<file path="src/rtl/riscv_ctrl_axil_slave.sv">
// AXI4-Lite control/status window for the RISC-V core: ID, STATUS, CTRL, BOOT_ADDR, CYCLES, SCRATCH.
// Latency 1 cycle write (last handshake -> bvalid) and read (AR -> rvalid); one write and one read outstanding, held until bready/rready.
module riscv_ctrl_axil_slave #(
    parameter int          ADDR_W        = 6,
    parameter logic [31:0] ID_VALUE      = 32'h5253_0001,
    parameter logic [31:0] BOOT_ADDR_RST = 32'h0000_0080
) (
    input  logic              sys_clk,
    input  logic              sys_rst,
    input  logic [ADDR_W-1:0] s_axi_awaddr,
    input  logic              s_axi_awvalid,
    output logic              s_axi_awready,
    input  logic [31:0]       s_axi_wdata,
    input  logic [3:0]        s_axi_wstrb,
    input  logic              s_axi_wvalid,
    output logic              s_axi_wready,
    output logic [1:0]        s_axi_bresp,
    output logic              s_axi_bvalid,
    input  logic              s_axi_bready,
    input  logic [ADDR_W-1:0] s_axi_araddr,
    input  logic              s_axi_arvalid,
    output logic              s_axi_arready,
    output logic [31:0]       s_axi_rdata,
    output logic [1:0]        s_axi_rresp,
    output logic              s_axi_rvalid,
    input  logic              s_axi_rready,
    input  logic              core_sleep_i,
    output logic              reboot_o,
    output logic              fetch_enable_o,
    output logic [31:0]       boot_addr_o
);

    localparam int IW = ADDR_W - 2;
    localparam logic [IW-1:0] IDX_ID      = IW'(0);
    localparam logic [IW-1:0] IDX_STATUS  = IW'(1);
    localparam logic [IW-1:0] IDX_CTRL    = IW'(4);
    localparam logic [IW-1:0] IDX_BOOT    = IW'(5);
    localparam logic [IW-1:0] IDX_CYCLES  = IW'(6);
    localparam logic [IW-1:0] IDX_SCRATCH = IW'(7);
    localparam logic [1:0]    RESP_OKAY   = 2'b00;
    localparam logic [1:0]    RESP_SLVERR = 2'b10;

    logic          ready_en_q, ready_en_d;
    logic          aw_held_q, aw_held_d;
    logic [IW-1:0] aw_idx_q, aw_idx_d;
    logic          w_held_q, w_held_d;
    logic [31:0]   w_data_q, w_data_d;
    logic [3:0]    w_strb_q, w_strb_d;
    logic          bvalid_q, bvalid_d;
    logic [1:0]    bresp_q, bresp_d;
    logic          rvalid_q, rvalid_d;
    logic [31:0]   rdata_q, rdata_d;
    logic [1:0]    rresp_q, rresp_d;
    logic          reboot_q, reboot_d;
    logic          fetch_en_q, fetch_en_d;
    logic [31:0]   boot_addr_q, boot_addr_d;
    logic [31:0]   cycles_q, cycles_d;
    logic [31:0]   scratch_q, scratch_d;

    logic          aw_hs, w_hs, ar_hs, b_hs, r_hs, commit, wr_mapped;
    logic [IW-1:0] wr_idx, rd_idx;
    logic [31:0]   wr_data, rd_data;
    logic [3:0]    wr_strb;
    logic          rd_err;

    function automatic logic [31:0] merge(input logic [31:0] old_v, input logic [31:0] new_v,
                                          input logic [3:0] strb);
        logic [31:0] r;
        r = old_v;
        for (int i = 0; i < 4; i++) begin
            if (strb[i]) r[8*i +: 8] = new_v[8*i +: 8];
        end
        return r;
    endfunction

    assign s_axi_awready  = ready_en_q & ~aw_held_q & ~bvalid_q;
    assign s_axi_wready   = ready_en_q & ~w_held_q & ~bvalid_q;
    assign s_axi_arready  = ready_en_q & ~rvalid_q;
    assign s_axi_bvalid   = bvalid_q;
    assign s_axi_bresp    = bresp_q;
    assign s_axi_rvalid   = rvalid_q;
    assign s_axi_rdata    = rdata_q;
    assign s_axi_rresp    = rresp_q;
    assign reboot_o       = reboot_q;
    assign fetch_enable_o = fetch_en_q & ~reboot_q;
    assign boot_addr_o    = boot_addr_q;

    assign aw_hs = s_axi_awvalid & s_axi_awready;
    assign w_hs  = s_axi_wvalid & s_axi_wready;
    assign ar_hs = s_axi_arvalid & s_axi_arready;
    assign b_hs  = bvalid_q & s_axi_bready;
    assign r_hs  = rvalid_q & s_axi_rready;

    // Commit on the edge completing the second of the AW/W handshakes (either order, or together).
    always_comb begin
        wr_idx  = aw_hs ? s_axi_awaddr[ADDR_W-1:2] : aw_idx_q;
        wr_data = w_hs ? s_axi_wdata : w_data_q;
        wr_strb = w_hs ? s_axi_wstrb : w_strb_q;
        commit  = (aw_hs | aw_held_q) & (w_hs | w_held_q) & ~bvalid_q;
        wr_mapped = (wr_idx == IDX_ID) || (wr_idx == IDX_STATUS) || (wr_idx == IDX_CTRL) ||
                    (wr_idx == IDX_BOOT) || (wr_idx == IDX_CYCLES) || (wr_idx == IDX_SCRATCH);
    end

    always_comb begin
        rd_idx  = s_axi_araddr[ADDR_W-1:2];
        rd_data = 32'h0;
        rd_err  = 1'b0;
        case (rd_idx)
            IDX_ID:      rd_data = ID_VALUE;
            IDX_STATUS:  rd_data = {29'h0, reboot_o, fetch_enable_o, core_sleep_i};
            IDX_CTRL:    rd_data = {27'h0, fetch_en_q, 3'h0, reboot_q};
            IDX_BOOT:    rd_data = boot_addr_q;
            IDX_CYCLES:  rd_data = cycles_q;
            IDX_SCRATCH: rd_data = scratch_q;
            default:     rd_err  = 1'b1;
        endcase
    end

    always_comb begin
        ready_en_d  = 1'b1;
        aw_held_d   = aw_held_q;
        aw_idx_d    = aw_hs ? s_axi_awaddr[ADDR_W-1:2] : aw_idx_q;
        w_held_d    = w_held_q;
        w_data_d    = w_hs ? s_axi_wdata : w_data_q;
        w_strb_d    = w_hs ? s_axi_wstrb : w_strb_q;
        bvalid_d    = bvalid_q;
        bresp_d     = bresp_q;
        rvalid_d    = rvalid_q;
        rdata_d     = rdata_q;
        rresp_d     = rresp_q;
        reboot_d    = reboot_q;
        fetch_en_d  = fetch_en_q;
        boot_addr_d = boot_addr_q;
        scratch_d   = scratch_q;
        cycles_d    = cycles_q;

        if (aw_hs) aw_held_d = 1'b1;
        if (w_hs)  w_held_d  = 1'b1;
        // Slots stay occupied until the response is taken, which bounds us to one write in flight.
        if (b_hs) begin
            bvalid_d  = 1'b0;
            aw_held_d = 1'b0;
            w_held_d  = 1'b0;
        end

        if (commit) begin
            bvalid_d = 1'b1;
            bresp_d  = wr_mapped ? RESP_OKAY : RESP_SLVERR;
            case (wr_idx)
                IDX_CTRL: begin
                    if (wr_strb[0]) begin
                        reboot_d   = wr_data[0];
                        fetch_en_d = wr_data[4];
                    end
                end
                IDX_BOOT:    boot_addr_d = merge(boot_addr_q, wr_data, wr_strb);
                IDX_SCRATCH: scratch_d   = merge(scratch_q, wr_data, wr_strb);
                default: ;
            endcase
        end

        if (reboot_o)            cycles_d = 32'h0;
        else if (fetch_enable_o) cycles_d = cycles_q + 32'd1;

        if (r_hs) rvalid_d = 1'b0;
        if (ar_hs) begin
            rvalid_d = 1'b1;
            rdata_d  = rd_data;
            rresp_d  = rd_err ? RESP_SLVERR : RESP_OKAY;
        end
    end

    always_ff @(posedge sys_clk) begin
        if (sys_rst) begin
            ready_en_q  <= 1'b0;
            aw_held_q   <= 1'b0;
            aw_idx_q    <= '0;
            w_held_q    <= 1'b0;
            w_data_q    <= 32'h0;
            w_strb_q    <= 4'h0;
            bvalid_q    <= 1'b0;
            bresp_q     <= RESP_OKAY;
            rvalid_q    <= 1'b0;
            rdata_q     <= 32'h0;
            rresp_q     <= RESP_OKAY;
            reboot_q    <= 1'b0;
            fetch_en_q  <= 1'b0;
            boot_addr_q <= BOOT_ADDR_RST;
            cycles_q    <= 32'h0;
            scratch_q   <= 32'h0;
        end else begin
            ready_en_q  <= ready_en_d;
            aw_held_q   <= aw_held_d;
            aw_idx_q    <= aw_idx_d;
            w_held_q    <= w_held_d;
            w_data_q    <= w_data_d;
            w_strb_q    <= w_strb_d;
            bvalid_q    <= bvalid_d;
            bresp_q     <= bresp_d;
            rvalid_q    <= rvalid_d;
            rdata_q     <= rdata_d;
            rresp_q     <= rresp_d;
            reboot_q    <= reboot_d;
            fetch_en_q  <= fetch_en_d;
            boot_addr_q <= boot_addr_d;
            cycles_q    <= cycles_d;
            scratch_q   <= scratch_d;
        end
    end

endmodule

</file>
<file path="config.mk">
export PLATFORM = sky130hd
export DESIGN_NAME = riscv_ctrl_axil_slave
export DESIGN_NICKNAME = d
export VERILOG_FILES = /design/src/rtl/riscv_ctrl_axil_slave.sv
export SDC_FILE = /design/constraint.sdc
export NUM_CORES = 1
export LEC_CHECK = 0
export CAP_MARGIN = 10
export CORE_ASPECT_RATIO = 0.8
export CORE_UTILIZATION = 57
export DETAILED_ROUTE_END_ITERATION = 6
export PLACE_DENSITY = 0.85
export SYNTH_ARGS = -nofsm -noshare
export SYNTH_HDL_FRONTEND = slang
export SYNTH_SLANG_ARGS = --single-unit
</file>
<file path="constraint.sdc">
create_clock -name sys_clk -period 3.5 [get_ports sys_clk]
set_input_delay 0.7 -clock sys_clk [delete_from_list [all_inputs] [get_ports sys_clk]]
set_output_delay 0.7 -clock sys_clk [all_outputs]
set_load 0.03 [all_outputs]
</file>
# Word level (Yosys, flattened, before mapping)
# Index checks and enable logic that the tools add are counted.
# Widths: inputs -> output; s select.
word_totals:
  register_bits: 179
  input_bits: 56
  output_inout_bits: 75
  elab_cells: 85
op_classes:
  n_addsub: 1
  eq_ne: 10
  muxes: 11
  bitwise: 20
  reduce_logical: 21
ops:
  columns: ["op", "n"]
  rows:
  - ["$pmux 32 s6", 1]
  - ["$add 32x1->32 const B", 1]
  - ["$eq 4x3->1 const B", 8]
  - ["$mux 32", 1]
  - ["$reduce_and 3->1", 9]
  - ["$and 1x1->1", 13]
  - ["$eq 4x1->1 const B", 2]
  - ["$logic_not 4->1", 2]
  - ["$mux 4", 2]
  - ["$reduce_or 6->1", 1]
  - ["$logic_or 1x1->1", 5]
  - ["$mux 1", 5]
  - ["$not 1->1", 5]
  - ["$mux 2", 2]
  - ["$reduce_bool 2->1", 2]
  - ["$reduce_or 2->1", 2]
  - ["$or 1x1->1", 2]

# Logic depth before layout (Yosys ltp)
logic_depth:
  depth_word: 12
  ltp_mapped: 6

# Least setup slack after synthesis
# No wires, ideal clock.
synth_timing:
  path_kind: "input -> register"
  start: "in s_axi_awvalid"
  end: "reg boot_addr_q[16], in the netlist boot_addr_o[16]"
  setup_time_ns: 0.121
  arrival_ns: 2.358
  t_required_ns: 3.379
  path_slack_ns: 1.020
  cell_stages: 6
  n_path_buf: 2
  cell_sequence: "and4bb_1 -> buf_6 -> mux2_4 -> or4_4 -> buf_6 -> mux2_4"
synth_between:
  elab_chain_cells: 5
  elab_cells_between_ends: 7
  cone_classes: "1 x eq/ne; 1 x mux; 4 x bitwise; 1 x reduce/logical"
synth_lines:
  columns: ["element", "line_no", "rtl"]
  rows:
  - ["from (decl)", "11", "input logic s_axi_awvalid,"]
  - ["$and 1x1->1 (*)", "88", "assign aw_hs = s_axi_awvalid & s_axi_awready;"]
  - ["$or 1x1->1", "99", "commit = (aw_hs | aw_held_q) & (w_hs | w_held_q) & ~bvalid_q;"]
  - ["$and 1x1->1 (2 in a row)", "99", null]
  - ["$reduce_and 3->1 (no line) (*)", null, null]
  - ["to (signal assigned)", "205", "boot_addr_q <= boot_addr_d;"]
  - ["to (decl)", "56", "logic [31:0] boot_addr_q, boot_addr_d;"]
# Mark *: on every way between the ends. The rest lies on a longest branch, timed or not.
# A chain may end at the register's enable or synchronous reset.

# Final worst setup path
layout_timing:
  start: "in s_axi_wvalid"
  end: "reg boot_addr_q[2], in the netlist boot_addr_o[2]"
layout_between:
  elab_chain_cells: 5
  elab_cells_between_ends: 7
  cone_classes: "2 x mux; 4 x bitwise; 1 x reduce/logical"
layout_lines:
  columns: ["element", "line_no", "rtl"]
  rows:
  - ["from (decl)", "15", "input logic s_axi_wvalid,"]
  - ["$and 1x1->1 (*)", "89", "assign w_hs = s_axi_wvalid & s_axi_wready;"]
  - ["$or 1x1->1", "99", null]
  - ["$and 1x1->1 (2 in a row)", "99", null]
  - ["$reduce_and 3->1 (no line)", null, null]
# Marked as above.

==> metrics.cfg <==
[finish]
nNetsFinal=972
final_common_cell=dfxtp_1
most-common-layout-cells=177 x dfxtp_1, 125 x nand2_1, 123 x clkdlybuf4s50_1, 54 x a21oi_1, 51 x nor2b_1
final_cell_area_um2=9590
nFillCells=886
stdcell_count=1103
antenna_cells=0
area_growth_pct=26.4
drive_above_1_share=0.135
fin_util=0.742

[cts]
postCtsHoldBufs=0
tritoncts=yes
clockBufferDepth=2
cts.sinks=177
clock_latency_ns=0.42
cts_buffers=17
htree_levels=4
clock-root-buffer=clkbuf_16
clkTransAtPathRegs_ns=0.07
cts_resized=0
cts_setup_buffers=0

[routing]
wirelength_um=19700
num_vias=6486
drtIter0Drc=630
drc=6
wl_per_cell_um=17.9
viasPerCell=5.88
firstDrtPassIters=7
ant_nets=0

[grt]
grt_max_degree=36
grt_util_all_layers=0.296
grt_pass1_vias=6192
overflow=0
antenna_found_initial=0
grt_pass1_wl_um=31600

[die]
start_util=0.587
rows=37
num_io_pins=131
core_area_um2=12900
fp.dieW_um=131
die_y_um=105
dieArea_um2=13800

[yosys]
synth_seq_cells=177
synth.distinct_cells=59
yosysTopAreaCell=dfxtp_1
ys.flop_type=dfxtp_1
synth_top_cell_area_share=0.467
synth-async-reset-ratio=0
yosysWarnings=0
postSynthCellCount=806
synth_edf_count=0
synthTopCellsByArea=dfxtp_1 47%, mux2_2 6.2%, nand2_1 6.2%
syn_avg_cell_area_um2=9.41
syn-cell-area_um2=7580
synth_seq_area_share=0.467

[setup_path]
slowest_stage=or4_1
worstSetupPathType=input pin to flip-flop
worstSetupStartpointType=input pin
crit_family=simple AND/OR/NAND/NOR gates
worstPathArrival_ns=2.96
r2r_setup_slack_ns=1.07
cp.required_ns=3.78
worstPathCellList=clkdlybuf4s50_1 -> a21oi_1 -> or3_1 -> or4_1 -> mux2i_1
worstPathBufferInverterCount=1
slowest_delay_ns=0.88
crit_path_end_kind=flip-flop
crit_fanout=8

[job]
timing.max_cap.violations=0

[timing]
fmax_mhz=373
slew_viol_final=0
fin_hold_ws_ns=0.457
skew_ns=0.0113
min_period_ns=2.68
finalSetupViolations=0
post-route-period-util=0.765
rsz0062_at_grt=no
worstMarginPinSlew_ns=1.04
slew_headroom=0.309
hold_viol=0
setup-tns-final_ns=0
fin_ws_ns=0.822

[placed_design]
hpwlAfterDp_um=13200
routabilityCongestion=0.866
placed_area_um2=8990
pre_cts_ws_ns=0.400
io_buffers=124
dp.cells=1071

[min_path]
hp-class=flip-flop to flip-flop

[outcome]
status=complete, but fails checks
violations=DRC

[power_and_ir_drop]
powerDensity_nw_per_um2=446
vdd_drop_max_uv=361
power_mw=4.27
p_leak_nw=3.57

==> worst paths after layout <==
kind	from	endpoint	cells after the start
setup / recovery	s_axi_wvalid	boot_addr_o[2]	5
hold / removal	s_axi_rdata[16]	s_axi_rdata[16]	2
setup reg to reg	ready_en_q	boot_addr_o[11]	5
hold reg to reg	s_axi_rdata[16]	s_axi_rdata[16]	2
==> cell usage after synthesis (2+ instances only) <==
cell and instances:
o31ai_1 10, nand2b_1 3, o211ai_1 3, a21oi_1 54, o21a_1 4, nor2b_1 51
and2_1 4, xor2_1 7, nor3_1 4, mux2_2 42, a22oi_1 3, or3_1 9
o22ai_1 3, buf_4 2, nand3b_1 3, nand3_1 15, mux2_4 17, and4_1 3
nor2_1 28, and3_1 4, mux2i_1 27, nand2_1 125, a31oi_1 2, nand4_1 13
a21o_1 5, buf_1 2, nor4bb_1 2, a22o_1 5, clkbuf_1 46, or4_4 2
o31a_1 2, buf_6 3, and4b_1 2, nand4b_1 2, a222oi_1 22, nor4_4 3
a221oi_1 2, buf_2 4, o21ai_0 39, nor4_1 5, nor3b_1 3, dfxtp_1 177
xnor2_1 3, inv_1 17, or4_1 10
==> report_power, final <==
part,switching [mW],internal [mW],total (mW)
registers,0.0138,2.04,2.06
clock network,0.801,1.12,1.92
logic,0.175,0.122,0.297
total,0.990,3.28,4.27
==> cell type report <==
| class | instances | area, um2 | share of cell area |
|---|---|---|---|
| repair buffers | 146 | 1400 | 0.146 |
| inverters | 17 | 63.8 | 0.00666 |
| clock buffers | 21 | 470 | 0.0491 |
| well taps | 175 | 219 | 0.0228 |
| multi-input cells | 556 | 3760 | 0.392 |
| flip-flops and latches | 177 | 3540 | 0.370 |
| clock inverters | 11 | 126 | 0.0132 |
==> worst register-to-register path, delay by kind of cell, from the launching register on <==
family	cells	cell delay, ns
buffers and inverters	1	0.22
DFF	1	0.47
muxes	2	0.86
and+or+nand+nor	2	0.77
==> layer usage <==
metal | share of wire | vias to the layer above | GRT usage
met3 | 0.065 | 34 | 0.0589
li1 | - | 3082 | -
met1 | 0.45 | 3107 | 0.390
met5 | 0 | - | 0
met2 | 0.46 | 263 | 0.482
met4 | 0.017 | 0 | 0.0961
==> logic make-up after synthesis <==
group	after synthesis	synth area share
and+or+nand+nor	300	0.212
DFF	177	0.467
buffers and inverters	74	0.0413
adders and majority gates	1	0.00165
other	1	0.000495
xor gates and xnor gates	10	0.0116
muxes	87	0.134
AOI/OAI and AO/OA	156	0.132
==> registers in the layout, summed over array words and instances (netlist names) <==
signal,count
aw_held_q,1
aw_idx_q,4
boot_addr_o,32
cycles_q,32
fetch_en_q,1
ready_en_q,1
reboot_o,1
s_axi_bresp,1
s_axi_bvalid,1
s_axi_rdata,32
s_axi_rresp,1
s_axi_rvalid,1
scratch_q,32
w_data_q,32
w_held_q,1
w_strb_q,4
No activity file was read; power rests on OpenSTA's default activity.
